## src/rtl/fc_mac_sequencer_if.sv

```systemverilog
// Control/address bundle between the FC MAC sequencer, the layer FSM, the SRAMs and the MAC.
// master is the sequencer side; slave is the environment side.
interface fc_mac_sequencer_if #(
  parameter int unsigned WADDR_W = 15,
  parameter int unsigned IADDR_W = 6,
  parameter int unsigned OIDX_W  = 9
);
  logic               start;
  logic               busy;
  logic               done;
  logic               sram_ren;
  logic [WADDR_W-1:0] sram_raddr_weight;
  logic [IADDR_W-1:0] sram_raddr_input;
  logic               accumulate_reset;
  logic               out_valid;
  logic [OIDX_W-1:0]  out_index;

  modport master (
    input  start,
    output busy, done, sram_ren, sram_raddr_weight, sram_raddr_input,
           accumulate_reset, out_valid, out_index
  );

  modport slave (
    output start,
    input  busy, done, sram_ren, sram_raddr_weight, sram_raddr_input,
           accumulate_reset, out_valid, out_index
  );
endinterface

```

## src/rtl/fc_mac_sequencer.sv

```systemverilog
// Sequences one fully-connected layer: streams weight/input row reads chunk by chunk and
// aligns accumulate_reset / out_valid / out_index with the MAC's 2- and 3-cycle latencies.
module fc_mac_sequencer #(
  parameter int unsigned MAC_NUM = 20,
  parameter int unsigned IN_LEN  = 800,
  parameter int unsigned OUT_NUM = 500,
  parameter int unsigned WADDR_W = 15,
  parameter int unsigned IADDR_W = 6,
  parameter int unsigned OIDX_W  = 9
) (
  input  logic                clk,
  input  logic                srst,
  fc_mac_sequencer_if.master  bus
);

  localparam int unsigned CHUNKS    = IN_LEN / MAC_NUM;
  localparam int unsigned DRAIN_CYC = 3;

  localparam logic [IADDR_W-1:0] CHUNK_LAST = IADDR_W'(CHUNKS - 1);
  localparam logic [OIDX_W-1:0]  IDX_LAST   = OIDX_W'(OUT_NUM - 1);
  localparam logic [1:0]         DRAIN_LAST = 2'(DRAIN_CYC - 1);

  typedef enum logic [1:0] {
    IDLE  = 2'd0,
    RUN   = 2'd1,
    DRAIN = 2'd2
  } state_t;

  state_t             state, state_n;
  logic [IADDR_W-1:0] chunk, chunk_n;
  logic [OIDX_W-1:0]  idx, idx_n;
  logic [WADDR_W-1:0] waddr, waddr_n;
  logic               ren, ren_n;
  logic               busy_q, busy_n;
  logic [1:0]         drain_cnt, drain_cnt_n;

  logic               last_chunk;
  logic               last_issue;
  logic               issue_first;
  logic               issue_last;

  // Alignment pipeline towards the MAC
  logic               ar_d1;
  logic               acc_rst_q;
  logic               ov_d1, ov_d2, out_valid_q;
  logic [OIDX_W-1:0]  idx_d1, idx_d2, out_index_q;
  logic               done_q;

  assign last_chunk  = (chunk == CHUNK_LAST);
  assign last_issue  = last_chunk && (idx == IDX_LAST);
  assign issue_first = ren && (chunk == '0);
  assign issue_last  = ren && last_chunk;

  // State and issue-counter registers
  always_ff @(posedge clk) begin
    if (srst) begin
      state     <= IDLE;
      chunk     <= '0;
      idx       <= '0;
      waddr     <= '0;
      ren       <= 1'b0;
      busy_q    <= 1'b0;
      drain_cnt <= '0;
    end else begin
      state     <= state_n;
      chunk     <= chunk_n;
      idx       <= idx_n;
      waddr     <= waddr_n;
      ren       <= ren_n;
      busy_q    <= busy_n;
      drain_cnt <= drain_cnt_n;
    end
  end

  // Next state; the registered counters always hold the address being issued this cycle
  always_comb begin
    state_n     = state;
    chunk_n     = chunk;
    idx_n       = idx;
    waddr_n     = waddr;
    ren_n       = 1'b0;
    busy_n      = busy_q;
    drain_cnt_n = drain_cnt;

    unique case (state)
      IDLE: begin
        busy_n = 1'b0;
        if (bus.start) begin
          state_n = RUN;
          chunk_n = '0;
          idx_n   = '0;
          waddr_n = '0;
          ren_n   = 1'b1;
          busy_n  = 1'b1;
        end
      end

      RUN: begin
        busy_n = 1'b1;
        if (last_issue) begin
          state_n     = DRAIN;
          drain_cnt_n = '0;
        end else begin
          ren_n   = 1'b1;
          waddr_n = waddr + WADDR_W'(1);
          if (last_chunk) begin
            chunk_n = '0;
            idx_n   = idx + OIDX_W'(1);
          end else begin
            chunk_n = chunk + IADDR_W'(1);
          end
        end
      end

      DRAIN: begin
        busy_n = 1'b1;
        if (drain_cnt == DRAIN_LAST) begin
          state_n = IDLE;
          busy_n  = 1'b0;
        end else begin
          drain_cnt_n = drain_cnt + 2'd1;
        end
      end

      default: begin
        state_n = IDLE;
        busy_n  = 1'b0;
      end
    endcase
  end

  // accumulate_reset lands 2 cycles after the chunk-0 issue, out_valid 3 after the last chunk
  always_ff @(posedge clk) begin
    if (srst) begin
      ar_d1       <= 1'b0;
      acc_rst_q   <= 1'b0;
      ov_d1       <= 1'b0;
      ov_d2       <= 1'b0;
      out_valid_q <= 1'b0;
      idx_d1      <= '0;
      idx_d2      <= '0;
      out_index_q <= '0;
      done_q      <= 1'b0;
    end else begin
      ar_d1       <= issue_first;
      acc_rst_q   <= ar_d1;
      ov_d1       <= issue_last;
      ov_d2       <= ov_d1;
      out_valid_q <= ov_d2;
      idx_d1      <= idx;
      idx_d2      <= idx_d1;
      if (ov_d2) begin
        out_index_q <= idx_d2;
      end
      done_q      <= ov_d2 && (idx_d2 == IDX_LAST);
    end
  end

  assign bus.busy              = busy_q;
  assign bus.done              = done_q;
  assign bus.sram_ren          = ren;
  assign bus.sram_raddr_weight = waddr;
  assign bus.sram_raddr_input  = chunk;
  assign bus.accumulate_reset  = acc_rst_q;
  assign bus.out_valid         = out_valid_q;
  assign bus.out_index         = out_index_q;

endmodule

```

## src/flat_wrapper.sv

```systemverilog
// flat-port wrapper written by rule: the top's interface ports become plain ports
module fc_mac_sequencer_flat 
#(
  parameter int unsigned MAC_NUM = 20,
  parameter int unsigned IN_LEN  = 800,
  parameter int unsigned OUT_NUM = 500,
  parameter int unsigned WADDR_W = 15,
  parameter int unsigned IADDR_W = 6,
  parameter int unsigned OIDX_W  = 9
)
  (clk, srst, bus_start, bus_busy, bus_done, bus_sram_ren, bus_sram_raddr_weight, bus_sram_raddr_input, bus_accumulate_reset, bus_out_valid, bus_out_index);
  fc_mac_sequencer_if #(.WADDR_W(WADDR_W), .IADDR_W(IADDR_W), .OIDX_W(OIDX_W)) bus_i ();
  input  logic clk;
  input  logic srst;
  input wire logic [$bits(bus_i.start)-1:0] bus_start;
  output wire logic [$bits(bus_i.busy)-1:0] bus_busy;
  output wire logic [$bits(bus_i.done)-1:0] bus_done;
  output wire logic [$bits(bus_i.sram_ren)-1:0] bus_sram_ren;
  output wire logic [$bits(bus_i.sram_raddr_weight)-1:0] bus_sram_raddr_weight;
  output wire logic [$bits(bus_i.sram_raddr_input)-1:0] bus_sram_raddr_input;
  output wire logic [$bits(bus_i.accumulate_reset)-1:0] bus_accumulate_reset;
  output wire logic [$bits(bus_i.out_valid)-1:0] bus_out_valid;
  output wire logic [$bits(bus_i.out_index)-1:0] bus_out_index;
  assign bus_i.start = bus_start;
  assign bus_busy = bus_i.busy;
  assign bus_done = bus_i.done;
  assign bus_sram_ren = bus_i.sram_ren;
  assign bus_sram_raddr_weight = bus_i.sram_raddr_weight;
  assign bus_sram_raddr_input = bus_i.sram_raddr_input;
  assign bus_accumulate_reset = bus_i.accumulate_reset;
  assign bus_out_valid = bus_i.out_valid;
  assign bus_out_index = bus_i.out_index;
  fc_mac_sequencer #(.MAC_NUM(MAC_NUM), .IN_LEN(IN_LEN), .OUT_NUM(OUT_NUM), .WADDR_W(WADDR_W), .IADDR_W(IADDR_W), .OIDX_W(OIDX_W)) u_core (.clk(clk), .srst(srst), .bus(bus_i));
endmodule
```

## config.mk

```make
export PLATFORM = sky130hd
export DESIGN_NAME = fc_mac_sequencer_flat
export DESIGN_NICKNAME = d
export VERILOG_FILES = /design/src/rtl/fc_mac_sequencer_if.sv /design/src/rtl/fc_mac_sequencer.sv /design/src/flat_wrapper.sv
export SDC_FILE = /design/constraint.sdc
export NUM_CORES = 1
export LEC_CHECK = 0
export ABC_CLOCK_PERIOD_IN_PS = 4000
export CORE_MARGIN = 3
export CORE_UTILIZATION = 50
export DETAILED_ROUTE_END_ITERATION = 7
export PLACE_DENSITY = 0.73
export SETUP_SLACK_MARGIN = 0.4
export SLEW_MARGIN = 30
export SYNTH_ARGS = -nofsm -noshare
export SYNTH_HDL_FRONTEND = slang
export SYNTH_SLANG_ARGS = --single-unit
export TNS_END_PERCENT = 50
```

## constraint.sdc

```tcl
create_clock -name clk -period 4 [get_ports clk]
set_input_delay 0.6 -clock clk [delete_from_list [all_inputs] [get_ports clk]]
set_output_delay 0.6 -clock clk [all_outputs]
set_load 0.03 [all_outputs]
```

* Word-level counts from Yosys, hierarchy flattened
Cells that the tools add are included.
** Word-level totals
- Input bits :: 3
- Register bits :: 69
- Word-level logic and storage cells :: 67
- Output and inout port bits :: 35
** Cells by class
- Equality and inequality tests :: 12
- Add/subtract/negate cells :: 4
- Muxes and demuxes :: 23
- Reduce and logical (&&, ||, !) cells :: 12
** Operator list (number)
- $mux W15 :: 2
- $pmux W15 S2 :: 1
- $mux W9 :: 3
- $eq A9 B9 Y1 const B :: 2
- $mux W6 :: 3
- $pmux W9 S2 :: 1
- $add A15 B1 Y15 const B :: 1
- $pmux W6 S2 :: 1
- $mux W2 :: 5
- $add A9 B1 Y9 const B :: 1
- $reduce_and A3 Y1 :: 3
- $add A6 B1 Y6 const B :: 1
- $eq A6 B6 Y1 const B :: 1
- $logic_not A6 Y1 :: 1
- $ne A2 B1 Y1 const B :: 3
- $ne A2 B2 Y1 const B :: 3
- $pmux W2 S3 :: 1
- $eq A2 B2 Y1 const B :: 2
- $logic_and A1 B1 Y1 :: 4
- $pmux W2 S2 :: 1
- $reduce_and A4 Y1 :: 1
- $reduce_bool A2 Y1 :: 2
- $mux W1 :: 3
- $pmux W1 S3 :: 1
- 4 further kinds :: 4

* Depth between registers and ports, before layout
Gate-level depths: netlist of the first run.
- Word-level depth :: 4
- Depth in mapped cells :: 8
- Gate-level depth less buffers :: 7

* Worst setup path before layout of the first run
No wires, ideal clock.
- Path type :: register to register
- From :: register u_core.chunk[0], in the netlist u_core.bus.sram_raddr_input[0]
- To :: register u_core.waddr[5], in the netlist u_core.bus.sram_raddr_weight[5]
- Setup slack :: 1.951 ns
- Stages on the path, launching flop included :: 7
- Clock period less this slack :: 2.049 ns
- Library setup time :: 0.129 ns
- Buffers on the path :: 0
- Required time :: 3.871 ns
- Data arrival time :: 1.920 ns
- Path through :: dfxtp_1 ha_1 nand3_2 or4_4 o21ai_1 xor2_1 nor2_1
** On the way
- Longest elaborated chain between the ends :: 4
** RTL lines
- start: declaration :: RTL line fc_mac_sequencer.sv:30 : logic [IADDR_W-1:0] chunk, chunk_n;
- start signal: assignment :: RTL line fc_mac_sequencer.sv:66 : chunk <= chunk_n;
- $eq A6 B6 Y1 :: RTL line fc_mac_sequencer.sv:49 : assign last_chunk = (chunk == CHUNK_LAST);
- $logic_and A1 B1 Y1 :: RTL line fc_mac_sequencer.sv:50 : assign last_issue = last_chunk && (idx == IDX_LAST);
- $ne A2 B2 Y1 (no source line)
- $reduce_and A3 Y1 (no source line)
- end signal: assignment :: RTL line fc_mac_sequencer.sv:68 : waddr <= waddr_n;
- end: declaration :: RTL line fc_mac_sequencer.sv:32 : logic [WADDR_W-1:0] waddr, waddr_n;
No other way between the ends.
A chain may end at the register's enable or synchronous reset.

* Final worst setup path of the first run
- From :: register u_core.state[1]
- To :: register u_core.waddr[9], in the netlist u_core.bus.sram_raddr_weight[9]
** On the way
- Longest elaborated chain between the ends :: 3
- Elaborated cells between the ends (all ways) :: 7
- Classes of those cells :: eq/ne: 3; mux: 1; reduce/logical: 3
** RTL lines
- start: declaration :: RTL line fc_mac_sequencer.sv:29 : state_t state, state_n;
- start signal: assignment :: RTL line fc_mac_sequencer.sv:65 : state <= state_n;
- $eq A2 B1 Y1 / $logic_not A2 Y1 (equally long branches) :: RTL line fc_mac_sequencer.sv:85 : unique case (state)
- $ne A2 B2 Y1 (no source line) / $reduce_bool A2 Y1 (equally long branches)
- $reduce_and A3 Y1 (no source line)
Parallel ways exist; a longest one is shown, timed or not.

==> results.cfg, run 1 <==
[worst_setup_path]
reg2reg_slack_ns = 1.55
cp-start-kind = flop
cp_data_arrival_time_ns = 2.66
reg2reg_from = u_core.state[1]$_SDFFE_PP0P_
worstSetupPathType = reg -> reg
cp.required_ns = 4.21
critPathMaxFanout = 15
worstReg2RegEnd = u_core.bus.sram_raddr_weight[9]$_SDFFE_PP0P_
end_kind = flop
reg2reg_depth = 7

[yosys]
ys_types = 48
ys.flop_type = dfxtp_1
synth.cell_area_um2 = 2963
ys_seq_area_share_pct = 46.62
avgSynthCellArea_um2 = 9.230
syn_nets = 333
syn_inst = 321
yosysWarnings = 0
synth_seq_cells = 69
async_flop_share_pct = 0
synth_edf_count = 0

[final_layout]
register_area_um2 = 1381
drive_gt1_share_pct = 8.516
finish.utilization_pct = 64.08
multiInputGateArea_um2 = 1500
n_antenna_cell = 0
fin_nets = 371
areaGrowthSynthToFinish_pct = 21.28
fillers = 491

[clock_tree]
cts-resized-gates = 0
clk_pin_slew_ns = 0.08
cts_hold_buf = 0
clk_path_buf_depth = 2
ctsRootBufferMaster = clkbuf_8
cts_made_buffers = 9
htreeDepth = 3
cts_setup_buffers = 0
cts_tree = built
clk-insertion-delay-late_ns = 0.34
cts.sinks = 69

[hold_path]
holdCritPathClass = reg -> reg
whs_path_depth = 1
timing.hold.worst.start = u_core.idx_d2[2]$_SDFF_PP0_
hold-path-endpoint = u_core.bus.done$_SDFF_PP0_

[timing]
tns_ns = 0
period_needed_ns = 2.452
setup_violations = 0
slew_viol_final = 0
min_period_over_period_pct = 61.29
rsz0062_at_grt = false
worst_pin_slew_ns = 0.8282
finClkSkew_ns = 0.007791
clock.fmax_ghz = 0.4079
slew_headroom_pct = 43.21
hold_viol = 0

[grt]
grt.total_usage_pct = 18.04
grt_max_degree = 50
antenna_found_initial = 0
grt-ovfl-total = 0
grt_pass1_vias = 2332
grt_pass1_wl_um = 10380

[floorplan]
core.rowCount = 27
fp.dieArea_um2 = 6886
initial_core_util_pct = 52.83
die_width_um = 82.98
die_height_um = 82.98
num_io_pins = 38
core_area_um2 = 5608

[placement]
hpwl_um = 4190
portBuffers = 37
globalplace.congestion = 0.8772

[routing]
wire_per_inst_um = 13.74
vias = 2408
vias_per_cell = 5.523
first_pass_iters = 4
drtIter0Drc = 163
route.detailed.drc = 0
finalWirelength_um = 5992
ant_nets = 0

[power]
vdd_drop_max_uv = 246.1
cellPowerDensity_nw_per_um2 = 403.8
p_leak_nw = 1.266

[outcome]
status = completed

[run]
max_cap_violations = 0
[sequential cells by signal (all words and copies together), names as in the netlist]
name	count
u_core.ov_d1	1
u_core.idx	9
u_core.bus.sram_raddr_input	6
u_core.ov_d2	1
u_core.bus.out_index	9
u_core.state	2
u_core.ar_d1	1
u_core.bus.done	1
u_core.bus.busy	1
u_core.bus.sram_ren	1
u_core.idx_d1	9
u_core.idx_d2	9
u_core.bus.out_valid	1
u_core.drain_cnt	2
u_core.bus.sram_raddr_weight	15
u_core.bus.accumulate_reset	1
[routing by layer]
layer  part of all wire (%)  global-route usage [%]  wire length [um]  vias to the layer above
met5                      0                       0                 0                        -
met4                    1.5                   8.470                89                        0
met3                    5.1                   3.869               306                       10
met2                     47                   28.79              2804                       63
met1                     47                   23.21              2791                     1122
li1                       -                       -                 -                     1213
[critical path, stage by stage, from the launching register on]
cell	delay (ns)
dfxtp_1	0.35
inv_1	0.09
ha_1	0.53
or3b_2	0.49
or4_4	0.48
nor4b_4	0.16
xnor2_1	0.16
nor2_1	0.05
[worst max-delay path by stage]
stage	slack, ns	cells after the start	start	endpoint
global route	1.38	7	u_core.state[1]$_SDFFE_PP0P_	u_core.bus.sram_raddr_weight[9]$_SDFFE_PP0P_
global placement	1.54	6	bus_start	u_core.bus.sram_raddr_weight[6]$_SDFFE_PP0P_
finish	1.55	7	u_core.state[1]$_SDFFE_PP0P_	u_core.bus.sram_raddr_weight[9]$_SDFFE_PP0P_
detailed placement	1.56	6	bus_start	u_core.bus.sram_raddr_weight[6]$_SDFFE_PP0P_
CTS	1.56	7	u_core.state[1]$_SDFFE_PP0P_	u_core.bus.sram_raddr_weight[9]$_SDFFE_PP0P_
floorplan	1.95	6	u_core.bus.sram_raddr_input[0]$_SDFFE_PP0P_	u_core.bus.sram_raddr_weight[5]$_SDFFE_PP0P_
[cell usage after synthesis (3+ instances only)]
cell	number	area, um2
nand3_1	13	65.06
a21oi_1	22	110.1
nor3_1	5	25.02
and3_1	5	31.28
mux2i_1	12	120.1
xnor2_1	5	43.79
nand4b_1	3	26.28
nand4_1	10	62.56
nor2_1	36	135.1
nor2b_1	23	143.9
xor2_1	5	43.79
nand2_1	24	90.09
clkbuf_1	9	33.78
dfxtp_1	69	1381
ha_1	9	112.6
nor4_1	3	18.77
o21ai_0	14	70.07
inv_1	10	37.54
nand2b_1	4	25.02
or3_1	3	18.77
a31oi_1	4	25.02
[layout by cell type (no fill, tap or decap), types with 2 or more instances in the layout]
cell type / synthesis / final
dfxtp_1: 69 / 69
clkdlybuf4s50_1: 0 / 37
nor2_1: 36 / 36
nand2_1: 24 / 24
nor2b_1: 23 / 23
a21oi_1: 22 / 22
o21ai_0: 14 / 14
nand3_1: 13 / 13
mux2i_1: 12 / 12
inv_1: 10 / 10
nand4_1: 10 / 10
ha_1: 9 / 9
clkbuf_8: 0 / 9
nor3_1: 5 / 5
xor2_1: 5 / 5
and3_1: 5 / 5
xnor2_1: 5 / 5
nand2b_1: 4 / 4
a31oi_1: 4 / 4
nor4_1: 3 / 3
or3_1: 3 / 3
nand4b_1: 3 / 3
or4_4: 2 / 2
o41ai_1: 2 / 2
o21ai_1: 2 / 2
a211oi_1: 2 / 2
o31ai_1: 2 / 2
inv_6: 0 / 2
clkinvlp_4: 0 / 2
[report_power, final]
part           leakage (nW)  total [W]  internal [W]  switching [W]
combinational         0.610   0.000163     0.0000556       0.000107
clock                0.0984   0.000576      0.000297       0.000279
sequential            0.557   0.000712      0.000699      0.0000127
[cells by family after synthesis]
group | after synthesis | share of synthesized area [%]
and+or+nand+nor | 142 | 27.24
adders and majority gates | 9 | 3.801
DFF | 69 | 46.62
AOI/OAI and AO/OA | 57 | 12.20
muxes | 13 | 4.434
buffers and inverters | 21 | 2.745
xor gates and xnor gates | 10 | 2.956
[layout make-up]
type                    count  area share [%]
multi-input cells         231           41.75
flip-flops and latches     69           38.44
repair buffers             38           10.52
clock buffers               9           3.447
well taps                  72           2.507
clock inverters             7           2.298
inverters                  10           1.045
[stage by stage]
stage               worst slack (ns)  power (W)  std cells  cell area, um2  hold WS (ns)
floorplan                      1.951  0.0008399        321            2963        0.3959
global placement               1.536  0.0008876        420            3387        0.4121
detailed placement             1.556  0.0008892        420            3387        0.4200
CTS                            1.557   0.001467        436            3593        0.4316
global route                   1.384   0.001516        436            3593        0.4591
finish                         1.548   0.001451        436            3593        0.4243
Power figures use the tool's default switching activity.
==> run 2, diff against run 1 <==
--- a/config.mk
+++ b/config.mk
@@ -5,11 +5,11 @@
 export SDC_FILE = /design/constraint.sdc
 export NUM_CORES = 1
 export LEC_CHECK = 0
-export ABC_CLOCK_PERIOD_IN_PS = 4000
+export ABC_CLOCK_PERIOD_IN_PS = 2140
 export CORE_MARGIN = 3
-export CORE_UTILIZATION = 50
+export CORE_UTILIZATION = 49
 export DETAILED_ROUTE_END_ITERATION = 7
-export PLACE_DENSITY = 0.73
+export PLACE_DENSITY = 0.75
 export SETUP_SLACK_MARGIN = 0.4
 export SLEW_MARGIN = 30
 export SYNTH_ARGS = -nofsm -noshare
==> constraint.sdc (replaced) <==
create_clock -name clk -period 2.14 [get_ports clk]
set_input_delay 0.321 -clock clk [delete_from_list [all_inputs] [get_ports clk]]
set_output_delay 0.321 -clock clk [all_outputs]
set_load 0.03 [all_outputs]
==> run 2 against run 1 <==
Count of clock-buffer cells in the layout did not move; global-route usage is 1.4 points higher; die area is 1.9% higher; utilization increased by 7.4 points; register-to-register slack worse by 1.3 ns; fmax increased by 29%; critical path type unchanged; critical endpoint unchanged; largest power group unchanged.
==> results.cfg, run 2 (synthesized netlist as in run 1, its figures left out) <==
[outcome]
status = completed

[worst_setup_path]
reg2reg_depth = 7
end_kind = flop
critPathMaxFanout = 6
cp_num_cells = 7
reg2reg_from = u_core.state[1]$_SDFFE_PP0P_
cp.required_ns = 2.37
worstReg2RegEnd = u_core.bus.sram_raddr_weight[9]$_SDFFE_PP0P_
path_buf_inv = 1
cp-start-kind = flop
cpMaxStageDelayCell = or4_4
worstSetupPathType = reg -> reg
crit_chain = inv_4 -> ha_4 -> or3b_4 -> or4_4 -> nor4b_4 -> xnor2_1 -> nor2_1
cpLargestDelayFamily = simple AND/OR/NAND/NOR gates
crit_start = u_core.state[1]$_SDFFE_PP0P_
reg2reg_slack_ns = 0.24
cp_data_arrival_time_ns = 2.12
crit_end = u_core.bus.sram_raddr_weight[9]$_SDFFE_PP0P_
critPathMaxStageDelay_ns = 0.48

[grt]
grt_max_degree = 25
grt-ovfl-total = 0
grt_pass1_vias = 2434
grt.total_usage_pct = 19.39
antenna_found_initial = 0
grt_pass1_wl_um = 11130

[placement]
portBuffers = 37
hpwl_um = 4496
globalplace.congestion = 0.9128
dp.cells = 430

[routing]
finalWirelength_um = 6852
route.detailed.drc = 0
drtIter0Drc = 185
vias = 2565
vias_per_cell = 5.540
ant_nets = 0
wire_per_inst_um = 14.80
first_pass_iters = 7

[floorplan]
core_area_um2 = 5675
die_height_um = 83.76
die_width_um = 83.76
num_io_pins = 38
core.rowCount = 27
initial_core_util_pct = 52.20
fp.dieArea_um2 = 7016

[timing]
rsz0062_at_grt = true
period_needed_ns = 1.896
slew_viol_final = 0
min_period_over_period_pct = 88.59
slew_headroom_pct = 60.37
hold_viol = 0
setup_violations = 0
worst_pin_slew_ns = 0.5936
finClkSkew_ns = 0.009201
tns_ns = 0
clock.fmax_ghz = 0.5275

[clock_tree]
clk_pin_slew_ns = 0.08
cts_tree = built
clk_path_buf_depth = 2
cts.sinks = 69
cts_made_buffers = 9
clk-insertion-delay-late_ns = 0.34
htreeDepth = 3
ctsRootBufferMaster = clkbuf_8

[final_layout]
mostFrequentLayoutCells = dfxtp_1 (55), nor2_1 (32), clkdlybuf4s50_1 (31)
fin_nets = 398
largest_reg_flops = 15
drive_gt1_share_pct = 24.30
layoutNonFillerInstCount = 463
final_common_cell = dfxtp_1
areaGrowthSynthToFinish_pct = 36.87
n_antenna_cell = 0

[power]
cellPowerDensity_nw_per_um2 = 724.1
power_w = 0.002936
p_leak_nw = 1.571
vdd_drop_max_uv = 475.1

[run]
max_cap_violations = 0

[hold_path]
holdCritPathClass = reg -> reg
==> run 2: changes by cell type in the layout (fill, tap and decap cells not counted), sizes merged, moves of 2 or more <==
cell           previous run  this run
dlymetal6s2s              0         5
clkinvlp                  2         0
clkdlybuf4s50            37        31
buf                       1        27
==> run 2: how the worst min path moves through the flow <==
stage | from | end | slack [ns] | cells past startpoint
final | u_core.idx_d1[3]$_SDFF_PP0_ | u_core.idx_d2[3]$_SDFF_PP0_ | 0.43 | 1
after CTS | u_core.idx_d2[2]$_SDFF_PP0_ | u_core.bus.done$_SDFF_PP0_ | 0.43 | 1
after detailed placement | u_core.idx_d2[2]$_SDFF_PP0_ | u_core.bus.done$_SDFF_PP0_ | 0.42 | 1
after global routing | u_core.idx_d2[2]$_SDFF_PP0_ | u_core.bus.done$_SDFF_PP0_ | 0.44 | 1
after global placement | u_core.idx_d2[2]$_SDFF_PP0_ | u_core.bus.done$_SDFF_PP0_ | 0.41 | 1
after floorplan | u_core.idx_d2[2]$_SDFF_PP0_ | u_core.bus.done$_SDFF_PP0_ | 0.40 | 1
==> run 2: timing repair <==
item,4_1_cts,5_1_grt
gates resized for setup,27,23
gates cloned,0,1
endpoints found under the setup margin,46,48
pin swaps,6,6
buffers inserted,10,6
hold buffers,0,0
==> run 2: cell type report <==
class	instances	area, um2
Timing Repair Buffer	64	588.1
Clock buffer	9	123.9
Multi-Input combinational cell	232	1690
Fill cell	421	1620
Clock inverter	7	106.4
Inverter	10	40.04
Tap cell	72	90.09
Sequential cell	69	1416
==> run 2: through the flow <==
step,hold slack (ns),utilization (%),worst slack [ns],cell area [um2]
2_1_floorplan,0.3959,-,0.3598,3030
3_3_place_gp,0.4118,62.15,0.1709,3527
3_5_place_dp,0.4206,62.15,0.08338,3527
4_1_cts,0.4320,69.03,0.2568,3918
5_1_grt,0.4442,71.45,0.1927,4055
6_report,0.4312,71.45,0.2442,4055
==> run 2: where the power goes <==
group / internal [W] / switching (W)
clock: 0.000676 / 0.000522
sequential: 0.00130 / 0.0000244
combinational: 0.000166 / 0.000244
total: 0.00215 / 0.000790
==> run 2: per-layer routing <==
metal | global-route usage (%) | wire [um] | up-vias
met1 | 24.40 | 2914 | 1169
li1 | - | - | 1270
met2 | 32.03 | 3255 | 108
met5 | 0 | 0 | -
met4 | 7.018 | 174 | 0
met3 | 4.936 | 508 | 18
==> run 3, diff against run 2 <==
--- a/config.mk
+++ b/config.mk
@@ -6,10 +6,11 @@
 export NUM_CORES = 1
 export LEC_CHECK = 0
 export ABC_CLOCK_PERIOD_IN_PS = 2140
+export CAP_MARGIN = 20
 export CORE_MARGIN = 3
 export CORE_UTILIZATION = 49
 export DETAILED_ROUTE_END_ITERATION = 7
-export PLACE_DENSITY = 0.75
+export PLACE_DENSITY = 0.73
 export SETUP_SLACK_MARGIN = 0.4
 export SLEW_MARGIN = 30
 export SYNTH_ARGS = -nofsm -noshare
==> run 3 against run 2 <==
Clock power shrank 10%; register-to-register slack better by 0.03 ns; cell count decreased by 0.86%; total power down 4.3%; global-route usage decreased by 0.053 points.
==> results.cfg, run 3 (synthesized netlist as in run 1, its figures left out) <==
[outcome]
status = completed

[hold_path]
whs_path_depth = 1
timing.hold.worst.start = u_core.idx_d2[2]$_SDFF_PP0_
hold-path-endpoint = u_core.bus.done$_SDFF_PP0_
holdCritPathClass = reg -> reg

[timing]
rsz0062_at_grt = true
hold_viol = 0
finClkSkew_ns = 0.009952
tns_ns = 0
worst_pin_slew_ns = 0.6423
hold-worst-slack_ns = 0.4208
slew_headroom_pct = 56.71
slew_viol_final = 0
clock.fmax_ghz = 0.5349
period_needed_ns = 1.869
setup_violations = 0
min_period_over_period_pct = 87.36

[worst_setup_path]
cp-start-kind = flop
critPathMaxFanout = 6
reg2reg_slack_ns = 0.27
crit_chain = inv_4 -> ha_4 -> or3b_4 -> or4_4 -> nor4b_4 -> xnor2_1 -> nor2_1
reg2reg_from = u_core.state[1]$_SDFFE_PP0P_
reg2reg_depth = 7
cp_data_arrival_time_ns = 2.11
cp_num_cells = 7
worstReg2RegEnd = u_core.bus.sram_raddr_weight[9]$_SDFFE_PP0P_
cpMaxStageDelayCell = or4_4
critPathMaxStageDelay_ns = 0.48
cp.required_ns = 2.38
cpLargestDelayFamily = simple AND/OR/NAND/NOR gates
worstSetupPathType = reg -> reg
path_buf_inv = 1
end_kind = flop

[grt]
antenna_found_initial = 0
grt-ovfl-total = 0
grt_max_degree = 24
grt_pass1_vias = 2369
grt.total_usage_pct = 19.34
grt_pass1_wl_um = 11000

[routing]
finalWirelength_um = 6691
route.detailed.drc = 0
wire_per_inst_um = 14.58
vias = 2539
vias_per_cell = 5.532
first_pass_iters = 4
ant_nets = 0
drtIter0Drc = 236

[power]
p_leak_nw = 1.480
internal_power_w = 0.002015
combPwrFrac_pct = 14.2
power.switching_w = 0.0007935
cellPowerDensity_nw_per_um2 = 708.6
clkPwrFrac_pct = 38.4
power_frac_seq_pct = 47.4
sw_frac_of_total_pct = 28.25
vdd_drop_max_uv = 443.6

[floorplan]
core_area_um2 = 5675
fp.dieArea_um2 = 7016
core.rowCount = 27
initial_core_util_pct = 52.20
die_width_um = 83.76
num_io_pins = 38
die_height_um = 83.76

[placement]
portBuffers = 37
placed_area_um2 = 3527
globalplace.congestion = 0.9565
hpwl_um = 4454

[final_layout]
mostFrequentLayoutCells = dfxtp_1 (53), clkdlybuf4s50_1 (33), nor2_1 (32)
design_area_um2 = 3964
fillers = 436
n_antenna_cell = 0
final_common_cell = dfxtp_1
drive_gt1_share_pct = 24.29
areaGrowthSynthToFinish_pct = 33.78
fin_nets = 394
largest_reg_flops = 15

[clock_tree]
cts_made_buffers = 9
cts.sinks = 69
clk_pin_slew_ns = 0.08
clk_path_buf_depth = 2
cts_tree = built
ctsRootBufferMaster = clkbuf_8
htreeDepth = 3
clk-insertion-delay-late_ns = 0.35

[run]
max_cap_violations = 0
run 3: cell types whose count changed in the layout (fill, tap and decap cells not counted), sizes merged:
cell,before,now
clkinvlp,0,2
dlymetal6s2s,5,4
dlygate4sd2,1,0
clkdlybuf4s50,31,33
clkinv,2,1
bufinv,2,1
buf,27,23
run 3: metal layers:
metal	up-vias	part of all wire, %	routed length (um)	track usage, %
li1	1262	-	-	-
met1	1194	44	2961	24.91
met2	72	48	3201	30.95
met3	11	6.5	433	4.442
met4	0	1.4	95	8.333
met5	-	0	0	0
run 3: worst reg2reg max path, delay by kind of cell, from the launching register on:
family	cells	cell delay [ns]
xor+xnor	1	0.17
flops	1	0.36
fa+ha+maj	1	0.12
simple gates	4	1.05
buf+inv	1	0.06
run 3: stage by stage:
step	total power (W)	instances	util [%]	setup slack, ns
6_report	0.002809	459	69.84	0.2706
5_1_grt	0.002921	459	69.84	0.2175
4_1_cts	0.002800	453	67.84	0.2963
3_5_place_dp	0.001696	430	62.15	0.08743
3_3_place_gp	0.001694	430	62.15	0.1737
2_1_floorplan	0.001588	321	-	0.3598
run 3: power groups by stage:
| stage | Clock [W] | Sequential, W | Combinational, W |
|---|---|---|---|
| 6_report | 0.00108 | 0.00133 | 0.000399 |
| 5_1_grt | 0.00116 | 0.00134 | 0.000430 |
| 4_1_cts | 0.00111 | 0.00133 | 0.000364 |
| 3_5_place_dp | 0 | 0.00137 | 0.000329 |
| 3_3_place_gp | 0 | 0.00137 | 0.000326 |
| 2_1_floorplan | 0 | 0.00140 | 0.000186 |
run 3: layout make-up:
| cell class | instances | area, um2 | area share, % |
|---|---|---|---|
| Sequential cell | 69 | 1416 | 35.73 |
| Clock buffer | 9 | 123.9 | 3.125 |
| Inverter | 10 | 40.04 | 1.010 |
| Multi-Input combinational cell | 232 | 1657 | 41.79 |
| Timing Repair Buffer | 60 | 556.8 | 14.05 |
| Tap cell | 72 | 90.09 | 2.273 |
| Clock inverter | 7 | 80.08 | 2.020 |
run 3: how the worst max path moves through the flow:
stage | endpoint | from
2_1_floorplan | u_core.bus.sram_raddr_weight[9]$_SDFFE_PP0P_ | u_core.state[1]$_SDFFE_PP0P_
4_1_cts | u_core.bus.sram_raddr_weight[9]$_SDFFE_PP0P_ | u_core.state[1]$_SDFFE_PP0P_
3_5_place_dp | u_core.bus.sram_raddr_weight[5]$_SDFFE_PP0P_ | bus_start
5_1_grt | u_core.bus.sram_raddr_weight[7]$_SDFFE_PP0P_ | u_core.state[1]$_SDFFE_PP0P_
3_3_place_gp | u_core.bus.sram_raddr_weight[13]$_SDFFE_PP0P_ | bus_start
6_report | u_core.bus.sram_raddr_weight[9]$_SDFFE_PP0P_ | u_core.state[1]$_SDFFE_PP0P_
run 3: timing repair:
action | CTS | global route
buffers inserted | 7 | 5
setup endpoints to repair | 50 | 52
hold buffers | 0 | 0
resized for setup | 19 | 25
cloned | 0 | 1
pin swaps | 3 | 6
